`src/rtl/matrix_scan_pkg.sv`:
```
// Shared types for the key-matrix scanner: FSM states, event layout, row count.
// No logic; imported by the scanner and its event FIFO.
package matrix_scan_pkg;

  localparam int ROW_COUNT = 8;

  typedef enum logic [2:0] {
    IDLE    = 3'd0,
    DRIVE   = 3'd1,
    SAMPLE  = 3'd2,
    COMPARE = 3'd3,
    NEXT    = 3'd4
  } state_t;

  typedef struct packed {
    logic       press;
    logic       rsvd;
    logic [2:0] row;
    logic [2:0] col;
  } event_t;

endpackage

```
`src/rtl/matrix_event_fifo.sv`:
```
// Small event FIFO: push when not full, head visible combinationally; zero-latency read.
// Latency: pushed entry is visible at the head the cycle after push; DEPTH must be a power of two.
// Backpressure: full_o blocks the producer; pop_i is ignored while empty.
module matrix_event_fifo
  import matrix_scan_pkg::*;
#(
  parameter int DEPTH = 4
) (
  input  logic   clk,
  input  logic   rst_n,
  input  logic   push_i,
  input  event_t push_dat_i,
  output logic   full_o,
  input  logic   pop_i,
  output logic   empty_o,
  output event_t head_dat_o
);

  localparam int AW = $clog2(DEPTH);

  event_t        mem_q [DEPTH];
  logic [AW-1:0] wr_q, rd_q;
  logic [AW:0]   cnt_q;
  logic          push_fire, pop_fire;

  assign full_o     = (cnt_q == (AW+1)'(DEPTH));
  assign empty_o    = (cnt_q == '0);
  assign push_fire  = push_i && !full_o;
  assign pop_fire   = pop_i && !empty_o;
  assign head_dat_o = mem_q[rd_q];

  always_ff @(posedge clk or negedge rst_n) begin
    if (!rst_n) begin
      wr_q  <= '0;
      rd_q  <= '0;
      cnt_q <= '0;
      for (int i = 0; i < DEPTH; i++) mem_q[i] <= '0;
    end else begin
      if (push_fire) begin
        mem_q[wr_q] <= push_dat_i;
        wr_q        <= wr_q + 1'b1;
      end
      if (pop_fire) rd_q <= rd_q + 1'b1;
      case ({push_fire, pop_fire})
        2'b10:   cnt_q <= cnt_q + 1'b1;
        2'b01:   cnt_q <= cnt_q - 1'b1;
        default: cnt_q <= cnt_q;
      endcase
    end
  end

endmodule

```
`src/rtl/matrix_scan_controller.sv`:
```
// Key-matrix scanner with per-row debounce and a press/release event stream (MATRIX_SCAN_FIFO_EN adds a 4-deep event FIFO).
// Latency: row period SETTLE_CYCLES+3 clocks with no events; one event per clock from COMPARE.
// Backpressure: COMPARE stalls while the output register (or FIFO) cannot take another event.
module matrix_scan_controller
  import matrix_scan_pkg::*;
#(
  parameter int COLS           = 5,
  parameter int SETTLE_CYCLES  = 16,
  parameter int DEBOUNCE_SCANS = 4
) (
  input  logic            clk,
  input  logic            rst_n,
  input  logic            scan_en,
  output logic [2:0]      row_sel,
  output logic            row_en,
  input  logic [COLS-1:0] col_n,
  output logic            event_valid,
  input  logic            event_ready,
  output logic [7:0]      event_code,
  output logic            key_any
);

  localparam int SW = (SETTLE_CYCLES > 1) ? $clog2(SETTLE_CYCLES) : 1;

  state_t          state_q, state_d;
  logic [2:0]      row_q, row_d;
  logic [SW-1:0]   settle_q, settle_d;
  logic [COLS-1:0] committed_q [ROW_COUNT];
  logic [COLS-1:0] cand_q      [ROW_COUNT];
  logic [3:0]      cnt_q       [ROW_COUNT];

  logic [COLS-1:0] samp, diff, low_mask;
  logic [COLS-1:0] cand_row_d;
  logic [3:0]      cnt_row_d;
  logic [2:0]      sel_col;
  logic            can_load, load;
  event_t          new_evt;

  assign samp = ~col_n;
  assign row_sel = row_q;

  // Debounce: count consecutive identical samples, restart on any change.
  always_comb begin
    cand_row_d = cand_q[row_q];
    cnt_row_d  = cnt_q[row_q];
    if (samp == cand_q[row_q]) begin
      if (cnt_q[row_q] != 4'(DEBOUNCE_SCANS)) cnt_row_d = cnt_q[row_q] + 4'd1;
    end else begin
      cand_row_d = samp;
      cnt_row_d  = 4'd1;
    end
  end

  assign diff     = (cnt_q[row_q] == 4'(DEBOUNCE_SCANS)) ? (committed_q[row_q] ^ cand_q[row_q]) : '0;
  assign low_mask = diff & (~diff + 1'b1);

  always_comb begin
    sel_col = '0;
    for (int i = COLS - 1; i >= 0; i--) begin
      if (diff[i]) sel_col = 3'(i);
    end
  end

  always_comb begin
    new_evt       = '0;
    new_evt.press = |(cand_q[row_q] & low_mask);
    new_evt.row   = row_q;
    new_evt.col   = sel_col;
  end

  assign load = (state_q == COMPARE) && (|diff) && can_load;

  always_comb begin
    state_d  = state_q;
    row_d    = row_q;
    settle_d = settle_q;
    row_en   = 1'b0;
    case (state_q)
      IDLE: begin
        row_d    = '0;
        settle_d = '0;
        if (scan_en) state_d = DRIVE;
      end
      DRIVE: begin
        row_en = 1'b1;
        if (settle_q == SW'(SETTLE_CYCLES - 1)) begin
          settle_d = '0;
          state_d  = SAMPLE;
        end else begin
          settle_d = settle_q + 1'b1;
        end
      end
      SAMPLE: begin
        row_en  = 1'b1;
        state_d = COMPARE;
      end
      COMPARE: begin
        if (diff == '0) state_d = NEXT;
      end
      NEXT: begin
        if (scan_en) begin
          row_d   = row_q + 3'd1;
          state_d = DRIVE;
        end else begin
          row_d   = '0;
          state_d = IDLE;
        end
      end
      default: state_d = IDLE;
    endcase
  end

  always_ff @(posedge clk or negedge rst_n) begin
    if (!rst_n) begin
      state_q  <= IDLE;
      row_q    <= '0;
      settle_q <= '0;
      for (int r = 0; r < ROW_COUNT; r++) begin
        committed_q[r] <= '0;
        cand_q[r]      <= '0;
        cnt_q[r]       <= '0;
      end
    end else begin
      state_q  <= state_d;
      row_q    <= row_d;
      settle_q <= settle_d;
      if (state_q == SAMPLE) begin
        cand_q[row_q] <= cand_row_d;
        cnt_q[row_q]  <= cnt_row_d;
      end
      if (load) committed_q[row_q] <= committed_q[row_q] ^ low_mask;
    end
  end

  always_comb begin
    key_any = 1'b0;
    for (int r = 0; r < ROW_COUNT; r++) key_any = key_any | (|committed_q[r]);
  end

`ifdef MATRIX_SCAN_FIFO_EN
  logic   fifo_full, fifo_empty;
  event_t fifo_head;

  matrix_event_fifo #(.DEPTH(4)) u_fifo (
    .clk        (clk),
    .rst_n      (rst_n),
    .push_i     (load),
    .push_dat_i (new_evt),
    .full_o     (fifo_full),
    .pop_i      (event_ready),
    .empty_o    (fifo_empty),
    .head_dat_o (fifo_head)
  );

  assign can_load    = !fifo_full;
  assign event_valid = !fifo_empty;
  assign event_code  = fifo_head;
`else
  event_t out_q, out_d;
  logic   out_vld_q, out_vld_d;

  // A new event may replace the one being accepted in the same cycle.
  assign can_load = !out_vld_q || event_ready;

  always_comb begin
    out_d     = out_q;
    out_vld_d = out_vld_q;
    if (load) begin
      out_d     = new_evt;
      out_vld_d = 1'b1;
    end else if (event_ready) begin
      out_vld_d = 1'b0;
    end
  end

  always_ff @(posedge clk or negedge rst_n) begin
    if (!rst_n) begin
      out_q     <= '0;
      out_vld_q <= 1'b0;
    end else begin
      out_q     <= out_d;
      out_vld_q <= out_vld_d;
    end
  end

  assign event_valid = out_vld_q;
  assign event_code  = out_q;
`endif

endmodule

```
`config.mk`:
```
export PLATFORM = sky130hd
export DESIGN_NAME = matrix_scan_controller
export DESIGN_NICKNAME = d
export VERILOG_FILES = /design/src/rtl/matrix_scan_pkg.sv /design/src/rtl/matrix_event_fifo.sv /design/src/rtl/matrix_scan_controller.sv
export SDC_FILE = /design/constraint.sdc
export NUM_CORES = 1
export LEC_CHECK = 0
export CORE_ASPECT_RATIO = 2
export CORE_MARGIN = 2
export CORE_UTILIZATION = 60
export CTS_CLUSTER_DIAMETER = 120
export DETAILED_ROUTE_END_ITERATION = 7
export HOLD_SLACK_MARGIN = 0.15
export MAX_ROUTING_LAYER = met4
export PLACE_DENSITY = 0.78
export RECOVER_POWER = 25
export SLEW_MARGIN = 30
export SYNTH_ARGS = -nofsm -noshare
export SYNTH_HDL_FRONTEND = slang
export SYNTH_HIERARCHICAL = 1
export SYNTH_SLANG_ARGS = --single-unit
```
`constraint.sdc`:
```
create_clock -name clk -period 4.6 [get_ports clk]
set_input_delay 0.69 -clock clk [delete_from_list [all_inputs] [get_ports clk]]
set_output_delay 0.69 -clock clk [all_outputs]
set_load 0.005 [all_outputs]
```
==> results of run 1 <==
synth_stat cells (3+ instances only):
cell and n:
a211oi_1 3, a21oi_1 31, buf_1 6, buf_2 10
buf_4 5, buf_6 4, clkbuf_1 16, dfrtp_1 130
ha_1 4, inv_1 9, mux2_2 48, mux2_4 10
mux2i_1 24, mux4_2 22, nand2_1 59, nand2b_1 10
nand3_1 12, nand4_1 3, nor2_1 36, nor2b_1 5
nor3_1 12, nor4_1 10, o21ai_0 45, or2_2 3
or3_1 4, xnor2_1 13
critical path: stages, from the launching register on:
cell and delay [ns]:
dfrtp_1 0.67, buf_4 0.31, a21boi_0 0.19, a211oi_1 0.07, a211oi_1 0.41, ha_1 0.25, nand2b_1 0.15, nor3_4 0.36
o311ai_2 0.17, buf_4 0.20, or4_1 0.59, mux2_4 0.36
power groups by stage:
stage / Sequential, W / Combinational, W / Clock, W
2_1_floorplan: 0.00130 / 0.000631 / 0
3_3_place_gp: 0.00134 / 0.000765 / 0
3_5_place_dp: 0.00134 / 0.000797 / 0
4_1_cts: 0.00133 / 0.000809 / 0.00132
5_1_grt: 0.00134 / 0.000882 / 0.00138
6_report: 0.00133 / 0.000804 / 0.00131
metrics by stage:
stage / hold slack [ns] / area [um2] / utilization, % / total power [W]
floorplan: 0.3944 / 6534 / - / 0.001927
global placement: 0.4583 / 6797 / 64.46 / 0.002101
detailed placement: 0.4648 / 6807 / 64.55 / 0.002141
CTS: 0.3603 / 7395 / 70.13 / 0.003455
global route: 0.4976 / 7388 / 70.07 / 0.003601
finish: 0.4757 / 7388 / 70.07 / 0.003445
area by class of cell:
cell class | instances | area, um2 | share of cell area (%)
Clock inverter | 15 | 162.7 | 2.202
Sequential cell | 130 | 3254 | 44.05
Clock buffer | 17 | 425.4 | 5.758
Inverter | 10 | 40.04 | 0.5419
Tap cell | 137 | 171.4 | 2.320
Timing Repair Buffer | 31 | 292.8 | 3.963
Multi-Input combinational cell | 390 | 3042 | 41.17
worst paths after layout:
check	slack [ns]	cells after the start	startpoint	to
max reg2reg	0.73	11	row_sel[0]$_DFFE_PN0P_	committed_q[15]$_DFFE_PN0P_
min reg2reg	0.48	2	cnt_q[1]$_DFFE_PN0P_	cnt_q[1]$_DFFE_PN0P_
max in group asynchronous	2.18	2	rst_n	cand_q[26]$_DFFE_PN0P_
max	0.73	11	row_sel[0]$_DFFE_PN0P_	committed_q[15]$_DFFE_PN0P_
min	0.48	2	cnt_q[1]$_DFFE_PN0P_	cnt_q[1]$_DFFE_PN0P_
min in group asynchronous	0.84	1	rst_n	settle_q[0]$_DFFE_PN0P_
cell families after synthesis:
logic type | count (synthesis) | share of synthesized area [%]
AO/OA/AOI/OAI | 96 | 8.311
XOR/XNOR | 14 | 1.877
adder cells (fa/ha/maj) | 4 | 0.7660
buffers and inverters | 51 | 3.907
flip-flops | 130 | 49.79
multiplexers | 108 | 22.94
other | 1 | 0.05739
AND/OR/NAND/NOR | 167 | 12.35
per-layer routing:
layer	vias to the layer above	global-route usage [%]
li1	2065	-
met1	2286	30.49
met2	133	52.11
met3	43	5.924
met4	0	14.37
met5	-	-
registers in the layout (all words and copies together), names as in the netlist:
register,flops
row_sel,3
cnt_q,32
cand_q,40
event_code,7
committed_q,40
event_valid,1
state_q,3
settle_q,4
layout by cell type (no fill, tap or decap), types with 3 or more instances in the layout:
cell type        count
ha_1                 4
dfrtp_1            129
clkdlybuf4s50_1     20
a21oi_1             31
mux2_2              48
mux2_4              10
nand3_1             12
nor3_1              11
inv_1                9
nor2b_1              5
nand2_1             59
o21ai_0             45
clkbuf_16           17
inv_6                5
mux2i_1             24
buf_4                9
mux4_2              22
a211oi_1             3
nand4_1              3
inv_8                4
xnor2_1             13
nor2_1              36
clkinv_8             3
nor4_1              10
nand2b_1            10
or2_2                3
or3_1                4
==> results.md, run 1 <==
Yosys:
- The flip-flop and latch count after synthesis is 130.
- The async set-reset flop share out of synthesis is 100.0%.
- Sequential cells were found to cover 49.79% of the synthesized design area.
- Ranked by total cell area, the synthesized netlist is headed by dfrtp_1 50%, mux2_2 8.3%, mux4_2 7.6%.
- The top-area cell type share of the netlist area is 49.79%.
- The biggest area contributor in the post-synthesis netlist is dfrtp_1.
- A synthesized cell averages 11.44 um2.
- Yosys printed 6 warnings.
- Counting flops with a built-in enable in the synthesized netlist gives 0.
- Synthesis produced a netlist whose cell count is 571.
- When the netlist entered floorplanning its net count stood at 584.
- The prevailing post-synth register cell is dfrtp_1.
- The distinct cell type count of the synthesized netlist is 55.
- The post-synthesis cell area is 6534 um2.

Timing:
- The time the worst path needs with I/O delays and setup is 3.865 ns.
- The final worst clock skew is 0.009451 ns.
- Derived from the worst setup path, the maximum achievable clock frequency is 0.2587 GHz.
- The number of hold-slack violations in the final timing report is 0.
- Setup repair after global routing left no endpoint under its margin.
- The count of final max-slew check failures is 88.
- The total setup violations reported at the end of the flow is 0.
- After layout, the worst path uses 84.03% of the clock period.
- The relative slew slack is -43.35%.
- Once routing completed, OpenROAD measured the worst setup slack at 0.7348 ns.
- The final sum of negative setup slack is 0 ns.
- At the pin with the least slew margin, the transition time is 2.150 ns.

Pwr:
- In this run the static leakage power is 3.248 nW.
- The sequential cell fraction of total power is 38.5%.
- The proportion of power drawn by the clock network is 38.2%.
- Net switching is 33.10% of the power.
- The internal portion of the total power is 0.002305 W.
- The power per unit of standard cell area is 466.2 nW/um2.
- The logic gate share of total power is 23.4%.
- The worst-case IR drop observed on VDD is 0.3162 mV.
- Summed over all nets, the switching power comes to 0.001140 W.

Cells and area:
- The share of layout cells above drive strength 1 is 23.27%.
- The finished layout holds 730 standard cells, fillers aside.
- The fill cell total of the finished layout is 732.
- The count of inserted antenna diode cells is 0.
- The area growth from synthesis to layout is 13.08%.
- The net count of the finished layout is 593.

Global route:
- The total global routing track utilization is 29.26%.
- The number of global-route vias before repair was 4794.
- Global routing finished with a remaining overflow of 0.
- The initial antenna violation count is 0.
- The pin count of the biggest net entering global routing is 88.
- The first global-routing pass estimated 25.09 mm of wire.

CTS:
- For this design, the sink count on the clock tree is 130.
- The number of clock buffers added by TritonCTS is 17.
- Buffers added to address setup during post-CTS repair amount to 0.
- In this run the deepest clock path goes through 2 buffers.
- The quantity of gates resized following cts is 0.
- The count of hold-fix buffers inserted at cts is 0.
- In this run the clock root is driven by a clkbuf_16.
- The clock edge transition at the registers on the reported setup and hold paths is 0.06 ns.
- The TritonCTS clock tree is yes.
- The clock reaches the later pin of the worst-skew pair after 0.43 ns.
- CTS built an H-tree with a depth of 4.

Routing:
- The post-detailed-route wirelength per cell is 21.31 um.
- The routed layout has 4527 vias.
- The wire length on met2 is 8.812 mm.
- The via-per-instance ratio is 6.201.
- The remaining design rule violation count is 0.
- The highest metal layer carrying signal wires in the routed design is met4.
- The first-iteration detailed-routing DRC count is 344.
- For this block, the routed nets add up to 15.56 mm of wire.
- The final antenna-violating net count is 0.
- The met1 routed wirelength after detailed routing is 5.561 mm.
- Summed over all nets, wire length on met3 after detailed routing comes to 632 um.
- Before antenna repair, the detailed router went through 4 iterations.

Placed design:
- The post-placement worst setup slack is 0.7691 ns.
- The count of placed standard cells including taps is 698.
- The placer congestion estimate is 0.8977.
- Buffers placed on the I/O ports in this run total 21.
- Detailed placement finished with a half-perimeter wire length of 10.56 mm.

Worst setup path:
- STA classifies the critical path startpoint as a flop.
- The arrival time at the worst endpoint is 4.18 ns.
- For the worst setup path, the data required time is 4.91 ns.
- The maximum net fanout on the critical path is 14.
- The worst setup path is of the flop to flop kind.
- The endpoint type of the worst setup path is a flop.

Floorplan:
- The die is 77.79 um wide.
- The number of primary I/O pins is 23.
- The floorplan step defined a die boundary enclosing 11790 um2.
- Once the floorplan was initialized, standard cells occupied 61.97% of the core.
- The region available for standard cell placement spans 10540 um2.
- The die boundary height is 151.6 um.
- The cell row count is 53.

Job:
- The max-capacitance violation count is 1.

Worst hold path:
- The tightest min-delay check is of the flop to flop type.

Status:
- The run finished, with violations left.
- The final reports fail on capacitance limit, slew limit.
(Power assumes the default switching activity.)
==> run 2, diff against run 1 <==
--- a/config.mk
+++ b/config.mk
@@ -7,12 +7,12 @@
 export LEC_CHECK = 0
 export CORE_ASPECT_RATIO = 2
 export CORE_MARGIN = 2
-export CORE_UTILIZATION = 60
+export CORE_UTILIZATION = 55
 export CTS_CLUSTER_DIAMETER = 120
 export DETAILED_ROUTE_END_ITERATION = 7
 export HOLD_SLACK_MARGIN = 0.15
 export MAX_ROUTING_LAYER = met4
-export PLACE_DENSITY = 0.78
+export PLACE_DENSITY = 0.76
 export RECOVER_POWER = 25
 export SLEW_MARGIN = 30
 export SYNTH_ARGS = -nofsm -noshare
==> constraint.sdc (replaced) <==
create_clock -name clk -period 3.5 [get_ports clk]
set_input_delay 0.525 -clock clk [delete_from_list [all_inputs] [get_ports clk]]
set_output_delay 0.525 -clock clk [all_outputs]
set_load 0.005 [all_outputs]
==> results.md, run 2 (same netlist as run 1, synthesis figures left out) <==
Pwr:
- The leakage power total is 3.361 nW (+3.5%).
- The power per unit of standard cell area is 613.3 nW/um2 (+32%).
- The maximum ir drop on the vdd rail was 0.4135 mV (+31%).

Global route:
- The aggregate global routing overflow came to 0 (unchanged).
- The number of global-route vias before repair is 4917 (+2.6%).
- The wire length of the first global-routing pass was 25.90 mm (+3.2%).
- The pin count of the biggest net entering global routing is 113 (+28%).
- The total global routing track utilization is 28.41% (-0.85 points).
- The initial antenna violation count is 0 (unchanged).

Worst setup path:
- In this design, the largest share of critical-path delay is due to multiplexers.
- The worst path required time was 3.80 ns (-1.11 ns).
- Traced cell by cell, the critical path runs through buf_12 > mux4_2 > mux2i_4 > xnor2_1 > nand2_1 > or3_1 > nand3_1 > mux2_2.
- The arrival time at the worst endpoint was 3.67 ns (-0.51 ns).
- The worst setup path is launched from a flop.
- The longest individual stage delay on the worst path is 0.56 ns (-0.11 ns).
- The endpoint type of the worst setup path is a flop.
- The type of the worst setup path is flop to flop.
- The highest-delay cell along the critical path is mux4_2.
- The maximum net fanout on the critical path was 29 (+15).
- The number of buffer and inverter stages on the critical path came to 1 (-1).

Timing:
- The relative slew slack is 26.67% (+70 points).
- The number of hold-slack violations in the final timing report is 0 (unchanged).
- The maximum operating frequency is 0.2971 GHz (+15%).
- The worst setup slack after layout came to 0.1336 ns (-0.6012 ns).
- The time the worst path needs with I/O delays and setup came to 3.366 ns (-0.4988 ns).
- The count of final max-slew check failures is 0 (-100%).
- The final hold slack came to 0.4773 ns (+0.001590 ns).
- The final worst clock skew is 0.01038 ns (+0.0009252 ns).
- The share of the clock period used by the worst path was 96.18% (+12 points).
- The total setup violations reported at the end of the flow is 0 (unchanged).
- The worst-margin pin slew is 1.100 ns (-1.050 ns).

Placed design:
- The port buffer count is 21 (unchanged).
- The placer congestion estimate is 0.8950 (-0.30%).
- The post-placement worst setup slack is -0.004180 ns (-0.7733 ns).
- The HPWL after detailed placement is 11.12 mm (+5.3%).

Floorplan:
- The core area is 11630 um2 (+10%).
- The die area came to 12820 um2 (+8.7%).
- The initial standard-cell utilization of the core was 56.17% (-5.8 points).
- The die boundary height is 158.1 um (+4.3%).
- The die width is 81.07 um (+4.2%).
- The number of primary I/O pins is 23 (unchanged).
- The cell row count was 56 (+5.7%).

CTS:
- The clock latency of the later-clocked register in the worst-skew pair came to 0.42 ns (about the same).
- TritonCTS built the clock tree.
- CTS placed an instance of clkbuf_16 at the clock tree root.
- The clock edge transition at the registers on the reported setup and hold paths was 0.06 ns (about the same).
- The total number of H-tree levels is 4 (unchanged).
- The count of clock tree sinks is 130 (unchanged).
- The maximum number of buffers from clock root to sink was 2 (unchanged).
- The number of buffers inserted during clock tree synthesis is 17 (unchanged).

Routing:
- The routed wire length is 15.75 mm (+1.2%).
- The final antenna-violating net count is 0 (unchanged).
- The remaining design rule violation count is 0 (unchanged).
- The post-detailed-route wirelength per cell is 20.72 um (-2.8%).
- The via-per-instance ratio came to 6.133 (-1.1%).
- The number of detailed-routing iterations run before antenna repair came to 5 (+1).
- The vias after detailed routing came to 4661 (+3.0%).
- The first-iteration detailed-routing DRC count is 325 (-5.5%).

Cells and area:
- In the final layout, the registers with the most flip-flops are cand_q (40), committed_q (40), cnt_q (32).
- The net total in the final layout is 615 (+3.7%).
- The fill cell total of the finished layout is 893 (+22%).
- The area growth from synthesis to layout is 16.97%.
- In the layout the commonest cells are 128 x dfrtp_1, 59 x nand2_1, 48 x mux2_2.
- The end-of-flow core utilization was 65.71% (-4.4 points).
- The share of layout cells above drive strength 1 was 26.99% (+3.7 points).
- The count of inserted antenna diode cells is 0 (unchanged).
- The commonest non-fill, non-tap cell in the layout is dfrtp_1.

Status:
- The flow ran to the end, and the final reports show no timing, DRC or antenna violations.

Job:
- The max-capacitance violation count was 0 (-1).

Worst hold path:
- The worst hold path belongs to the class flop to flop.
run 2: per-layer routing:
layer	global-route usage, %	vias to the layer above	share of wire [%]
met5	-	-	0
met4	21.55	0	7.9
met3	5.644	85	3.5
met2	46.08	152	53
met1	29.77	2325	35
li1	-	2099	-
run 2: report_power, final:
group          switching [W]  internal [W]
combinational       0.000615      0.000513
sequential          0.000132       0.00162
clock               0.000677       0.00113
total                0.00142       0.00326
run 2: final cells by class:
type                    count  area, um2  share of cell area [%]
clock buffers              18      429.2                   5.616
repair buffers             53      471.7                   6.172
inverters                  10      40.04                  0.5239
well taps                 145      181.4                   2.374
flip-flops and latches    130       3258                   42.63
clock inverters            14      177.7                   2.325
multi-input cells         390       3084                   40.36
run 2: timing repair:
action / 4_1_cts / 5_1_grt
setup endpoints to repair: 8 / 40
gates cloned: 0 / 0
endpoints found under the hold margin: 18 / 0
pin swaps: 0 / 2
hold buffers: 1 / 0
resized for setup: 2 / 10
buffers inserted: 0 / 2
run 2: tightest hold or removal path: stages (launching register included):
cell	delay (ns)
dfrtp_1	0.34
nand2_1	0.04
o21ai_0	0.06
run 2: worst paths after layout:
kind | start | endpoint | slack (ns) | depth (start not counted)
setup / recovery | row_sel[1]$_DFFE_PN0P_ | committed_q[22]$_DFFE_PN0P_ | 0.13 | 8
hold reg to reg | cand_q[7]$_DFFE_PN0P_ | cand_q[7]$_DFFE_PN0P_ | 0.48 | 2
hold / removal | cand_q[7]$_DFFE_PN0P_ | cand_q[7]$_DFFE_PN0P_ | 0.48 | 2
setup reg to reg | row_sel[1]$_DFFE_PN0P_ | committed_q[22]$_DFFE_PN0P_ | 0.13 | 8
max in group asynchronous | rst_n | row_sel[1]$_DFFE_PN0P_ | 1.38 | 3
min in group asynchronous | rst_n | event_code[5]$_DFFE_PN0P_ | 0.83 | 2
run 2: stage by stage:
| step | power, W | TNS, ns | instance area [um2] | std cells |
|---|---|---|---|---|
| final | 0.004687 | 0 | 7642 | 760 |
| after global routing | 0.004903 | -0.02464 | 7642 | 760 |
| after CTS | 0.004694 | 0 | 7586 | 758 |
| after detailed placement | 0.002875 | -0.004180 | 6962 | 725 |
| after global placement | 0.002827 | 0 | 6962 | 725 |
| after floorplan | 0.002532 | 0 | 6534 | 571 |
